`config.mk`:
```
export PLATFORM = sky130hd
export DESIGN_NAME = router_pkt_reg_p
export DESIGN_NICKNAME = d
export VERILOG_FILES = /design/src/rtl/router_pkg.sv /design/src/rtl/router_hold_fifo.sv /design/src/rtl/router_pkt_reg_p.sv
export SDC_FILE = /design/constraint.sdc
export NUM_CORES = 1
export LEC_CHECK = 0
export ABC_AREA = 1
export CAP_MARGIN = 25
export CORE_MARGIN = 10
export CORE_UTILIZATION = 65
export CTS_BUF_LIST = sky130_fd_sc_hd__clkbuf_16
export CTS_CLUSTER_DIAMETER = 40
export CTS_CLUSTER_SIZE = 20
export DETAILED_ROUTE_END_ITERATION = 8
export DONT_BUFFER_PORTS = 1
export PLACE_DENSITY_LB_ADDON = 0.3
export SLEW_MARGIN = 20
export SYNTH_ARGS = -nofsm -noshare
export SYNTH_HDL_FRONTEND = slang
export SYNTH_SLANG_ARGS = --single-unit
```
`constraint.sdc`:
```
create_clock -name clk -period 6.61 [get_ports clk]
set_clock_uncertainty 0.1 [all_clocks]
set_input_delay 1.983 -clock clk [delete_from_list [all_inputs] [get_ports clk]]
set_output_delay 1.983 -clock clk [all_outputs]
set_load 0.005 [all_outputs]
```
`src/rtl/router_pkg.sv`:
```
// Shared definitions for the router ingress path: parity modes, header layout
// and the accumulator operator.
package router_pkg;

  localparam int unsigned PARITY_XOR = 0;
  localparam int unsigned PARITY_SUM = 1;

  // Header length field occupies header[DW-1:LEN_LSB]
  localparam int unsigned LEN_LSB = 2;

  // Operand width of parity_op; callers zero-extend in and truncate out
  localparam int unsigned OP_W = 64;

  function automatic logic [OP_W-1:0] parity_op(input logic            mode,
                                                input logic [OP_W-1:0] a,
                                                input logic [OP_W-1:0] b);
    return mode ? (a + b) : (a ^ b);
  endfunction

endpackage

```
`src/rtl/router_hold_fifo.sv`:
```
// Circular hold buffer used while the destination FIFO is full.
// Pushes to a full buffer are ignored; clr empties it in one cycle.
module router_hold_fifo #(
  parameter int unsigned W     = 9,
  parameter int unsigned DEPTH = 2
) (
  input  logic         clk,
  input  logic         resetn,
  input  logic         clr,
  input  logic         push,
  input  logic         pop,
  input  logic [W-1:0] push_data,
  output logic [W-1:0] pop_data_c,
  output logic         full,
  output logic         empty
);

  localparam int unsigned PW = (DEPTH > 1) ? $clog2(DEPTH) : 1;
  localparam int unsigned CW = $clog2(DEPTH + 1);

  logic [W-1:0]  mem_q [DEPTH];
  logic [W-1:0]  mem_d [DEPTH];
  logic [PW-1:0] wr_ptr_q, wr_ptr_d;
  logic [PW-1:0] rd_ptr_q, rd_ptr_d;
  logic [CW-1:0] cnt_q, cnt_d;
  logic          full_q, full_d;
  logic          empty_q, empty_d;
  logic          push_ok_c, pop_ok_c;

  function automatic logic [PW-1:0] next_ptr(input logic [PW-1:0] p);
    return (p == PW'(DEPTH - 1)) ? '0 : p + PW'(1);
  endfunction

  assign push_ok_c  = push & ~full_q;
  assign pop_ok_c   = pop & ~empty_q;
  assign pop_data_c = mem_q[rd_ptr_q];
  assign full       = full_q;
  assign empty      = empty_q;

  always_comb begin
    mem_d    = mem_q;
    wr_ptr_d = wr_ptr_q;
    rd_ptr_d = rd_ptr_q;
    cnt_d    = cnt_q;
    if (clr) begin
      wr_ptr_d = '0;
      rd_ptr_d = '0;
      cnt_d    = '0;
    end else begin
      if (push_ok_c) begin
        mem_d[wr_ptr_q] = push_data;
        wr_ptr_d        = next_ptr(wr_ptr_q);
      end
      if (pop_ok_c) begin
        rd_ptr_d = next_ptr(rd_ptr_q);
      end
      cnt_d = cnt_q + CW'(push_ok_c) - CW'(pop_ok_c);
    end
    // Flags are registered from the next occupancy so they are glitch-free
    full_d  = (cnt_d == CW'(DEPTH));
    empty_d = (cnt_d == '0);
  end

  always_ff @(posedge clk) begin
    if (!resetn) begin
      mem_q    <= '{default: '0};
      wr_ptr_q <= '0;
      rd_ptr_q <= '0;
      cnt_q    <= '0;
      full_q   <= 1'b0;
      empty_q  <= 1'b1;
    end else begin
      mem_q    <= mem_d;
      wr_ptr_q <= wr_ptr_d;
      rd_ptr_q <= rd_ptr_d;
      cnt_q    <= cnt_d;
      full_q   <= full_d;
      empty_q  <= empty_d;
    end
  end

endmodule

```
`src/rtl/router_pkt_reg_p.sv`:
```
// Router ingress packet register: forwards header/payload/parity to the output
// FIFO, holds bytes while it is full, and checks parity and payload length.
module router_pkt_reg_p
  import router_pkg::*;
#(
  parameter int unsigned DW          = 8,
  parameter int unsigned HOLD_DEPTH  = 2,
  parameter int unsigned PARITY_MODE = PARITY_XOR
) (
  input  logic          clk,
  input  logic          resetn,
  input  logic          pkt_valid,
  input  logic [DW-1:0] data_in,
  input  logic          fifo_full,
  input  logic          detect_add,
  input  logic          lfd_state,
  input  logic          ld_state,
  input  logic          laf_state,
  input  logic          full_state,
  input  logic          rst_int_reg,
  output logic [DW-1:0] data_out,
  output logic          dout_valid,
  output logic          hold_empty,
  output logic          hold_ovf,
  output logic          parity_done,
  output logic          low_pkt_valid,
  output logic          err,
  output logic          len_err
);

  localparam int unsigned CNT_W    = DW - LEN_LSB;
  localparam int unsigned HW       = DW + 1;
  localparam logic        SUM_MODE = (PARITY_MODE == PARITY_SUM);

  logic [DW-1:0]    header_q, header_d;
  logic [DW-1:0]    acc_q, acc_d;
  logic [DW-1:0]    par_q, par_d;
  logic [DW-1:0]    dout_q, dout_d;
  logic [CNT_W-1:0] cnt_q, cnt_d;
  logic             pdone_q, pdone_d;
  logic             pdone_prev_q, pdone_prev_d;
  logic             dvalid_q, dvalid_d;
  logic             ovf_q, ovf_d;
  logic             lpv_q, lpv_d;
  logic             err_q, err_d;
  logic             len_err_q, len_err_d;

  logic             hold_clr_c, hold_push_c, hold_pop_c;
  logic             hold_full;
  logic [HW-1:0]    hold_rd_c;
  logic [CNT_W-1:0] len_exp_c;
  logic             cmp_c;
  logic             unused_c;

  function automatic logic [DW-1:0] acc_op(input logic [DW-1:0] a,
                                           input logic [DW-1:0] b);
    return DW'(parity_op(SUM_MODE, OP_W'(a), OP_W'(b)));
  endfunction

  function automatic logic [CNT_W-1:0] sat_inc(input logic [CNT_W-1:0] c);
    return (c == '1) ? c : c + CNT_W'(1);
  endfunction

  // Hold entries are tagged with bit DW set when they carry the parity byte
  router_hold_fifo #(
    .W     (HW),
    .DEPTH (HOLD_DEPTH)
  ) u_hold (
    .clk        (clk),
    .resetn     (resetn),
    .clr        (hold_clr_c),
    .push       (hold_push_c),
    .pop        (hold_pop_c),
    .push_data  ({~pkt_valid, data_in}),
    .pop_data_c (hold_rd_c),
    .full       (hold_full),
    .empty      (hold_empty)
  );

  assign len_exp_c = header_q[DW-1:LEN_LSB];
  assign cmp_c     = pdone_q & ~pdone_prev_q;
  assign unused_c  = ^{full_state, header_q[LEN_LSB-1:0]};

  always_comb begin
    header_d     = header_q;
    acc_d        = acc_q;
    par_d        = par_q;
    dout_d       = dout_q;
    cnt_d        = cnt_q;
    pdone_d      = pdone_q;
    pdone_prev_d = pdone_q;
    dvalid_d     = 1'b0;
    ovf_d        = ovf_q;
    lpv_d        = lpv_q;
    err_d        = err_q;
    len_err_d    = len_err_q;
    hold_clr_c   = 1'b0;
    hold_push_c  = 1'b0;
    hold_pop_c   = 1'b0;

    // Verdict is taken once, the cycle after the parity byte lands
    if (cmp_c) begin
      err_d     = (acc_q != par_q);
      len_err_d = (cnt_q != len_exp_c) | ovf_q;
    end

    if (rst_int_reg) begin
      lpv_d = 1'b0;
    end else if (ld_state && !pkt_valid) begin
      lpv_d = 1'b1;
    end

    if (detect_add) begin
      acc_d      = '0;
      cnt_d      = '0;
      pdone_d    = 1'b0;
      ovf_d      = 1'b0;
      hold_clr_c = 1'b1;
      if (pkt_valid) begin
        header_d = data_in;
      end
    end else if (lfd_state) begin
      dout_d   = header_q;
      dvalid_d = 1'b1;
      acc_d    = acc_op(acc_q, header_q);
    end else if (ld_state) begin
      if (!fifo_full) begin
        dout_d   = data_in;
        dvalid_d = 1'b1;
        if (pkt_valid) begin
          acc_d = acc_op(acc_q, data_in);
          cnt_d = sat_inc(cnt_q);
        end else begin
          par_d   = data_in;
          pdone_d = 1'b1;
        end
      end else begin
        hold_push_c = 1'b1;
        if (hold_full) begin
          ovf_d = 1'b1;
        end
      end
    end else if (laf_state && !fifo_full && !hold_empty) begin
      hold_pop_c = 1'b1;
      dout_d     = hold_rd_c[DW-1:0];
      dvalid_d   = 1'b1;
      if (hold_rd_c[DW]) begin
        par_d   = hold_rd_c[DW-1:0];
        pdone_d = 1'b1;
      end else begin
        acc_d = acc_op(acc_q, hold_rd_c[DW-1:0]);
        cnt_d = sat_inc(cnt_q);
      end
    end
  end

  always_ff @(posedge clk) begin
    if (!resetn) begin
      header_q     <= '0;
      acc_q        <= '0;
      par_q        <= '0;
      dout_q       <= '0;
      cnt_q        <= '0;
      pdone_q      <= 1'b0;
      pdone_prev_q <= 1'b0;
      dvalid_q     <= 1'b0;
      ovf_q        <= 1'b0;
      lpv_q        <= 1'b0;
      err_q        <= 1'b0;
      len_err_q    <= 1'b0;
    end else begin
      header_q     <= header_d;
      acc_q        <= acc_d;
      par_q        <= par_d;
      dout_q       <= dout_d;
      cnt_q        <= cnt_d;
      pdone_q      <= pdone_d;
      pdone_prev_q <= pdone_prev_d;
      dvalid_q     <= dvalid_d;
      ovf_q        <= ovf_d;
      lpv_q        <= lpv_d;
      err_q        <= err_d;
      len_err_q    <= len_err_d;
    end
  end

  assign data_out      = dout_q;
  assign dout_valid    = dvalid_q;
  assign hold_ovf      = ovf_q;
  assign parity_done   = pdone_q;
  assign low_pkt_valid = lpv_q;
  assign err           = err_q;
  assign len_err       = len_err_q;

endmodule

```
==> results.json, run 1 <==
{
  "finalPower_w": 0.001047,
  "stdcell_count": 551,
  "setup_violations": 0,
  "drc_errors": 0,
  "maxSlewHeadroom": 0.6549,
  "criticalPathCategory": "input pin to flip-flop",
  "ioPinCount": 33,
  "clkSlewWorstSetupHoldPaths_ns": 0.06,
  "vias": 3059,
  "tightest_slew_ns": 0.5160,
  "fin_util": 0.7561,
  "portBuffers": 0,
  "die_y_um": 91.22,
  "multi_input_area_um2": 1649,
  "fin_crit_ns": 3.363,
  "synthFlopType": "dfxtp_1",
  "power_density_nw_per_um2": 287.5,
  "dieWidth_um": 91.22,
  "root_buffer": "clkbuf_16",
  "grt_pass1_wl_um": 13490,
  "cts_made_buffers": 9,
  "dp.cells": 534,
  "nets": 500,
  "postCtsHoldBufs": 0,
  "syn_nets": 502,
  "synthAdderAreaFrac": 0.01139,
  "netlist_area_um2": 3297,
  "max_clock_freq_mhz": 297.4,
  "synth_commonest_cells": "nand2_1, dfxtp_1, a21oi_1",
  "start_util": 0.6844,
  "ys_seq_area_frac": 0.4190,
  "hold_ws_ns": 0.3621,
  "first_global_vias": 2871,
  "synthMuxAreaShare": 0,
  "yosys.area_share.simple": 0.3438,
  "netlist_top_cells_area": "dfxtp_1, nand2_1, a21oi_1, nand3_1, nor2_1",
  "wl_um": 8022,
  "dp_hpwl_um": 5543,
  "crit_path_end_kind": "flip-flop",
  "hold_viol": 0,
  "tns_ns": 0,
  "core_area_um2": 4817,
  "seqCellArea_um2": 1381,
  "maxCapViolCount": 0,
  "layout-drive-gt1-share": 0.06612,
  "place.gp.congestion": 0.8380,
  "fp.dieArea_um2": 8321,
  "num_antenna_cells": 0,
  "worst_hold_path_type": "flip-flop to flip-flop",
  "synth_xor_area_frac": 0.03188,
  "synth-compound-area-share": 0.1131,
  "drt-initial-drc-count": 257,
  "ys_seq_elements": 69,
  "grt_overflow_total": 0,
  "worstPathMaxFanout": 13,
  "fin_crit_sh": 0.5087,
  "synth_top_family_by_area": "simple AND/OR/NAND/NOR gates",
  "numClockSinks": 69,
  "wl_per_cell_um": 14.56,
  "syn_avg_cell_area_um2": 6.854,
  "rows": 25,
  "startpoint_type": "input pin",
  "async_reset_ff_frac": 0,
  "arrival_ns": 3.55,
  "grt_max_degree": 29,
  "status": "finished, final reports clean",
  "clk_path_buf_depth": 2,
  "crit_required_ns": 6.79,
  "antenna_found_initial": 0,
  "grt_setup_unrepaired": "false",
  "tritoncts": "done",
  "area_growth_pct": 10.47,
  "p_leak_nw": 1.540,
  "clock_latency_ns": 0.33,
  "synth-edff-count": 0,
  "synth_top_area_share": 0.4190,
  "yosysTopAreaCell": "dfxtp_1",
  "post_cts_buffers": 0,
  "synth_most_common_cell": "nand2_1",
  "firstDrtPassIters": 6,
  "synth_cell_type_count": 32,
  "drtAntennaViolNets": 0,
  "peakVddDrop_mv": 0.1958,
  "fill_cells": 394,
  "slew_violations": 0,
  "postSynthCellCount": 481,
  "grt_use_total": 0.1955,
  "yosys_warnings": 0,
  "htreeDepth": 3,
  "cts_resized": 0,
  "avgViaCountPerCell": 5.552
}
[cells in the final DEF (no fill, tap or decap)]
master      synthesis  layout
nand4_1             1       1
o21bai_1            1       1
xnor2_1             8       8
inv_2               3       3
clkinvlp_4          0       1
xor2_1              4       4
nor3_4              1       1
ha_1                3       3
clkinv_2            1       1
inv_1              42      42
and2_1              8       8
clkbuf_16           0       9
nand3_4             1       1
a31oi_1             1       1
dfxtp_1            69      69
o22ai_1             1       1
nor2_2              1       1
clkinv_4            0       1
nor2_4              1       1
nand2_2             2       2
nand3_1            47      47
o21a_1              1       1
nor3_1              2       2
a21oi_1            55      55
bufinv_16           0       3
nand3_2             2       2
nor2_1             51      51
buf_4               1       1
o21ai_0            14      14
clkinv_1            2       4
or2_2               5       5
nand2_1           140     140
[cell families (layout without fill, tap and decap cells)]
family                     count (synthesis)  in the layout
buffers and inverters                     62             65
adders and majority gates                  3              3
and+or+nand+nor                          262            262
DFF                                       69             69
xor gates and xnor gates                  12             12
AOI/OAI and AO/OA                         73             73
[per-stage QoR]
stage	setup WS, ns	cell area [µm²]
3_5_place_dp	2.435	3296
3_3_place_gp	2.527	3296
4_1_cts	2.803	3635
6_report	3.247	3642
5_1_grt	3.137	3642
2_1_floorplan	3.024	3297
[flip-flops by register name, summed over array words and instances (netlist names), 2 cells and up]
register,flops
cnt_q,6
u_hold.cnt_q,2
acc_q,8
u_hold.mem_q,18
header_q,8
par_q,8
data_out,8
[per-layer routing]
metal | wire (µm) | up-vias | global-route usage
met5 | 0 | - | 0
met4 | 212 | 0 | 0.1070
met3 | 504 | 21 | 0.04444
met2 | 3824 | 112 | 0.3156
met1 | 3480 | 1399 | 0.2357
li1 | - | 1527 | -
[layout make-up]
type | instances | share of cell area
Sequential cell | 69 | 0.3793
Inverter | 48 | 0.04981
Clock inverter | 7 | 0.03126
Tap cell | 67 | 0.02302
Multi-Input combinational cell | 350 | 0.4528
Timing Repair Buffer | 1 | 0.002061
Clock buffer | 9 | 0.06183
[where the power goes]
group | internal, W | switching, W
Sequential | 0.000427 | 0.00000847
Clock | 0.000366 | 0.000178
Combinational | 0.0000221 | 0.0000456
[final timing paths]
path / cells after the start / to / start / slack, ns
max: 9 / u_hold.empty / lfd_state / 3.25
max reg2reg: 11 / u_hold.empty / u_hold.empty / 4.65
min: 2 / u_hold.mem_q[15] / u_hold.mem_q[15] / 0.36
min reg2reg: 2 / u_hold.mem_q[15] / u_hold.mem_q[15] / 0.36
[critical path: stages]
cell and delay [ns]:
inv_2 0.18, nand3_4 0.14, nor3_4 0.43, ha_1 0.23, inv_1 0.04, or2_2 0.28, nand3_1 0.11, o21ai_0 0.09
inv_1 0.05
(Power assumes the default switching activity.)
==> inputs of run 2 (changes only) <==
CORE_UTILIZATION = 57   (was 65)
clock period = 2.9 ns   (was 6.61 ns; I/O delays follow)
==> run 2 against run 1 <==
Sequential share of layout area increased by 0.36 points. Cell count grew 1.1%. Global-route usage decreased by 1.5 points. Critical path depth is 2 higher. Register-to-register slack got worse by 3.7 ns. Flip-flop and latch count is the same. First-iteration DRC count up 12%. Die area increased by 11%. Non-clock buffer count grew 1. Sequential power grew 130%. Worst hold slack gained 0.00078 ns. Critical endpoint unchanged.
==> results.json, run 2 (synthesis gave the netlist of run 1 again) <==
{
  "p_leak_nw": 1.519,
  "firstDrtPassIters": 5,
  "die_y_um": 96.05,
  "wl_um": 7834,
  "avgViaCountPerCell": 5.452,
  "power_density_nw_per_um2": 613.0,
  "clock_latency_ns": 0.33,
  "numClockSinks": 69,
  "fin_crit_ns": 2.185,
  "internal_power_w": 0.001682,
  "worstHoldStart": "u_hold.mem_q[14]",
  "pwr-share-comb": 0.069,
  "dp_hpwl_um": 5581,
  "clk_path_buf_depth": 2,
  "seqPwrFrac": 0.448,
  "regToRegSetupSlack_ns": 0.93,
  "grt_overflow_total": 0,
  "start_util": 0.5915,
  "slew_violations": 0,
  "crit_required_ns": 3.07,
  "largest_reg_flops": 18,
  "peakVddDrop_mv": 0.5094,
  "worst_hold_path_type": "flip-flop to flip-flop",
  "layout-drive-gt1-share": 0.07010,
  "grt_setup_unrepaired": "false",
  "dieWidth_um": 96.05,
  "largest-register": "u_hold.mem_q",
  "vias": 3037,
  "cts_resized": 0,
  "reg2reg_to": "u_hold.empty",
  "sw_frac_of_total": 0.2397,
  "antenna_found_initial": 0,
  "holdPathStages": 2,
  "clkSlewWorstSetupHoldPaths_ns": 0.05,
  "final_common_cell": "nand2_1",
  "drc_errors": 0,
  "grt_max_degree": 29,
  "finalPower_w": 0.002212,
  "tritoncts": "done",
  "area_growth_pct": 9.450,
  "final_cell_mix": "nand2_1, dfxtp_1, a21oi_1",
  "place.gp.congestion": 0.8803,
  "setup_violations": 0,
  "first_global_vias": 2801,
  "fp.dieArea_um2": 9226,
  "tightest_slew_ns": 0.5180,
  "postCtsHoldBufs": 0,
  "wl_per_cell_um": 14.06,
  "post_cts_buffers": 0,
  "crit_path_end_kind": "flip-flop",
  "grt_pass1_wl_um": 13300,
  "power.share.clock": 0.483,
  "nets": 501,
  "timing.rr.start": "u_hold.empty",
  "worstPathMaxFanout": 11,
  "switching_power_w": 0.0005301,
  "hold_viol": 0,
  "core_area_um2": 5574,
  "startpoint_type": "input pin",
  "fin_crit_sh": 0.7534,
  "root_buffer": "clkbuf_16",
  "status": "finished, final reports clean",
  "criticalPathCategory": "input pin to flip-flop",
  "cts_made_buffers": 9,
  "rows": 27,
  "holdPathEnd": "u_hold.mem_q[14]",
  "grt_use_total": 0.1809,
  "drtAntennaViolNets": 0,
  "arrival_ns": 2.36,
  "num_antenna_cells": 0,
  "max_clock_freq_mhz": 457.7,
  "ioPinCount": 33,
  "pre_cts_ws_ns": 0.4014,
  "drt-initial-drc-count": 289,
  "worst_slack_ns": 0.7152,
  "tns_ns": 0,
  "worstRegToRegCells": 11,
  "maxSlewHeadroom": 0.6543,
  "maxCapViolCount": 0,
  "htreeDepth": 3,
  "portBuffers": 0
}
run 2: how the worst max path moves through the flow:
stage	start	to	slack [ns]	depth (start not counted)
finish	ld_state	u_hold.empty	0.72	11
global route	ld_state	u_hold.empty	0.55	11
CTS	ld_state	u_hold.empty	0.74	11
detailed placement	ld_state	u_hold.empty	0.40	11
global placement	ld_state	u_hold.empty	0.46	11
floorplan	ld_state	u_hold.empty	0.43	12
run 2: critical path, cell delays in order:
cell and delay (ns):
nor2_1 0.15, nand2_1 0.07, nor2_1 0.22, ha_1 0.27
inv_1 0.05, ha_1 0.13, inv_1 0.05, or2_2 0.28
nand3_1 0.11, o21ai_0 0.10, inv_1 0.05
run 2: power groups by stage:
stage                     Clock (W)  Combinational [W]  Sequential, W
after floorplan                   0           0.000130        0.00101
after global placement            0           0.000145        0.00101
after detailed placement          0           0.000150        0.00101
after CTS                   0.00108           0.000151       0.000991
after global routing        0.00112           0.000173       0.000994
final                       0.00107           0.000152       0.000991
run 2: final cells by class:
| type | instances | area, µm² |
|---|---|---|
| Fill cell | 496 | 1966 |
| Timing Repair Buffer | 2 | 15.01 |
| Inverter | 48 | 181.4 |
| Clock buffer | 9 | 225.2 |
| Tap cell | 72 | 90.09 |
| Multi-Input combinational cell | 350 | 1649 |
| Clock inverter | 7 | 66.31 |
| Sequential cell | 69 | 1381 |
run 2: stage by stage:
stage,std cells,cell area (µm²),utilization,hold slack [ns]
detailed placement,541,3317,0.5951,0.3535
finish,557,3608,0.6474,0.3628
floorplan,481,3297,-,0.3410
global placement,541,3317,0.5951,0.3475
global route,557,3608,0.6474,0.3792
CTS,557,3608,0.6474,0.3604
run 2: routing by layer:
layer	GRT usage	share of wire
met3	0.03424	0.072
met4	0.08108	0.022
met2	0.2993	0.48
met1	0.2231	0.43
met5	0	0
==> inputs of run 3 (changes only) <==
CORE_UTILIZATION = 63   (was 57)
clock period = 2.3 ns   (was 2.9 ns; I/O delays follow)
==> run 3 against run 2 <==
Critical endpoint unchanged. Critical path depth stayed put. Via count up 2.6%. Worst setup slack worse by 0.44 ns. Core utilization up 7.2 points. Clock power is 43% higher. Clock-buffer cell count unchanged.
==> results.json, run 3 (synthesis gave the netlist of run 1 again) <==
{
  "status": "finished, final reports clean",
  "peakVddDrop_mv": 0.6887,
  "place.gp.congestion": 0.8668,
  "maxSlewHeadroom": 0.6630,
  "vias": 3117,
  "ioPinCount": 33,
  "holdPathEnd": "low_pkt_valid",
  "clkSlewWorstSetupHoldPaths_ns": 0.05,
  "largest-register": "u_hold.mem_q",
  "antenna_found_initial": 0,
  "tightest_slew_ns": 0.5047,
  "rows": 26,
  "maxCapViolCount": 0,
  "final_cell_mix": "nand2_1, dfxtp_1, a21oi_1",
  "cts_resized": 0,
  "dp_hpwl_um": 5557,
  "criticalPathCategory": "input pin to flip-flop",
  "drtAntennaViolNets": 0,
  "final_common_cell": "nand2_1",
  "root_buffer": "clkbuf_16",
  "firstDrtPassIters": 5,
  "postCtsHoldBufs": 0,
  "worst_slack_ns": 0.2732,
  "timing.rr.start": "u_hold.empty",
  "avgViaCountPerCell": 5.576,
  "setup_violations": 0,
  "slew_violations": 0,
  "cts_made_buffers": 9,
  "grt_overflow_total": 0,
  "fin_crit_ns": 2.027,
  "holdPathStages": 1,
  "pre_cts_ws_ns": 0.03343,
  "wl_um": 8038,
  "worstRegToRegCells": 11,
  "grt_setup_unrepaired": "false",
  "die_y_um": 92.34,
  "dieWidth_um": 92.34,
  "grt_use_total": 0.1970,
  "fp.dieArea_um2": 8527,
  "wl_per_cell_um": 14.38,
  "clk_path_buf_depth": 2,
  "crit_required_ns": 2.47,
  "grt_pass1_wl_um": 13810,
  "numClockSinks": 69,
  "core_area_um2": 5107,
  "htreeDepth": 3,
  "first_global_vias": 2863,
  "arrival_ns": 2.20,
  "fill_cells": 400,
  "max_clock_freq_mhz": 493.4,
  "nets": 505,
  "drc_errors": 0,
  "grt_max_degree": 29,
  "portBuffers": 0,
  "worstHoldStart": "rst_int_reg",
  "power_density_nw_per_um2": 812.5,
  "post_cts_buffers": 0,
  "finalPower_w": 0.002986,
  "num_antenna_cells": 0,
  "tritoncts": "done",
  "startpoint_type": "input pin",
  "p_leak_nw": 1.568,
  "area_growth_pct": 11.46,
  "crit_path_end_kind": "flip-flop",
  "clock_latency_ns": 0.33,
  "start_util": 0.6455,
  "tns_ns": 0,
  "fin_crit_sh": 0.8812,
  "reg2reg_to": "u_hold.empty",
  "layout-drive-gt1-share": 0.07157,
  "worstPathMaxFanout": 11,
  "worst_hold_path_type": "input pin to flip-flop",
  "hold_viol": 0,
  "largest_reg_flops": 18,
  "regToRegSetupSlack_ns": 0.37,
  "drt-initial-drc-count": 337
}
[run 3: how the worst max path moves through the flow]
stage / startpoint / endpoint / slack, ns / cells after the start
after floorplan: ld_state / u_hold.empty / 0.007 / 12
after global placement: ld_state / u_hold.empty / 0.09 / 11
after detailed placement: ld_state / u_hold.empty / 0.03 / 11
after CTS: ld_state / u_hold.empty / 0.30 / 11
after global routing: ld_state / u_hold.empty / 0.16 / 11
final: ld_state / u_hold.empty / 0.27 / 11
[run 3: layer usage]
metal  global-route usage  share of wire
met3              0.04116          0.069
met5                    0              0
met4              0.09897          0.025
met2               0.3141           0.47
met1               0.2469           0.43
[run 3: cell type report]
cell class	count	area, µm²	share of cell area
sequential	69	1381	0.3759
multi-input combinational	350	1649	0.4488
timing repair buffer	6	45.04	0.01226
inverter	48	181.4	0.04937
tap	70	87.58	0.02383
clock inverter	7	105.1	0.02860
clock buffer	9	225.2	0.06129
[run 3: metrics by stage]
| stage | hold WS, ns | area [µm²] | cells | util |
|---|---|---|---|---|
| 3_3_place_gp | 0.3471 | 3344 | 543 | 0.6548 |
| 6_report | 0.3262 | 3675 | 559 | 0.7195 |
| 4_1_cts | 0.3270 | 3675 | 559 | 0.7195 |
| 3_5_place_dp | 0.3539 | 3344 | 543 | 0.6548 |
| 5_1_grt | 0.3277 | 3675 | 559 | 0.7195 |
| 2_1_floorplan | 0.3410 | 3297 | 481 | - |
[run 3: worst max-delay path: stages]
cell and delay, ns:
nor2_1 0.19, nand2_1 0.10, nor2_1 0.19, ha_1 0.26
inv_1 0.06, ha_1 0.13, inv_1 0.04, or2_2 0.28
nand3_1 0.12, o21ai_0 0.10, inv_1 0.05
[run 3: report_power, final]
part	internal, W	switching (W)
sequential	0.00123	0.0000241
clock	0.00104	0.000492
combinational	0.0000677	0.000133
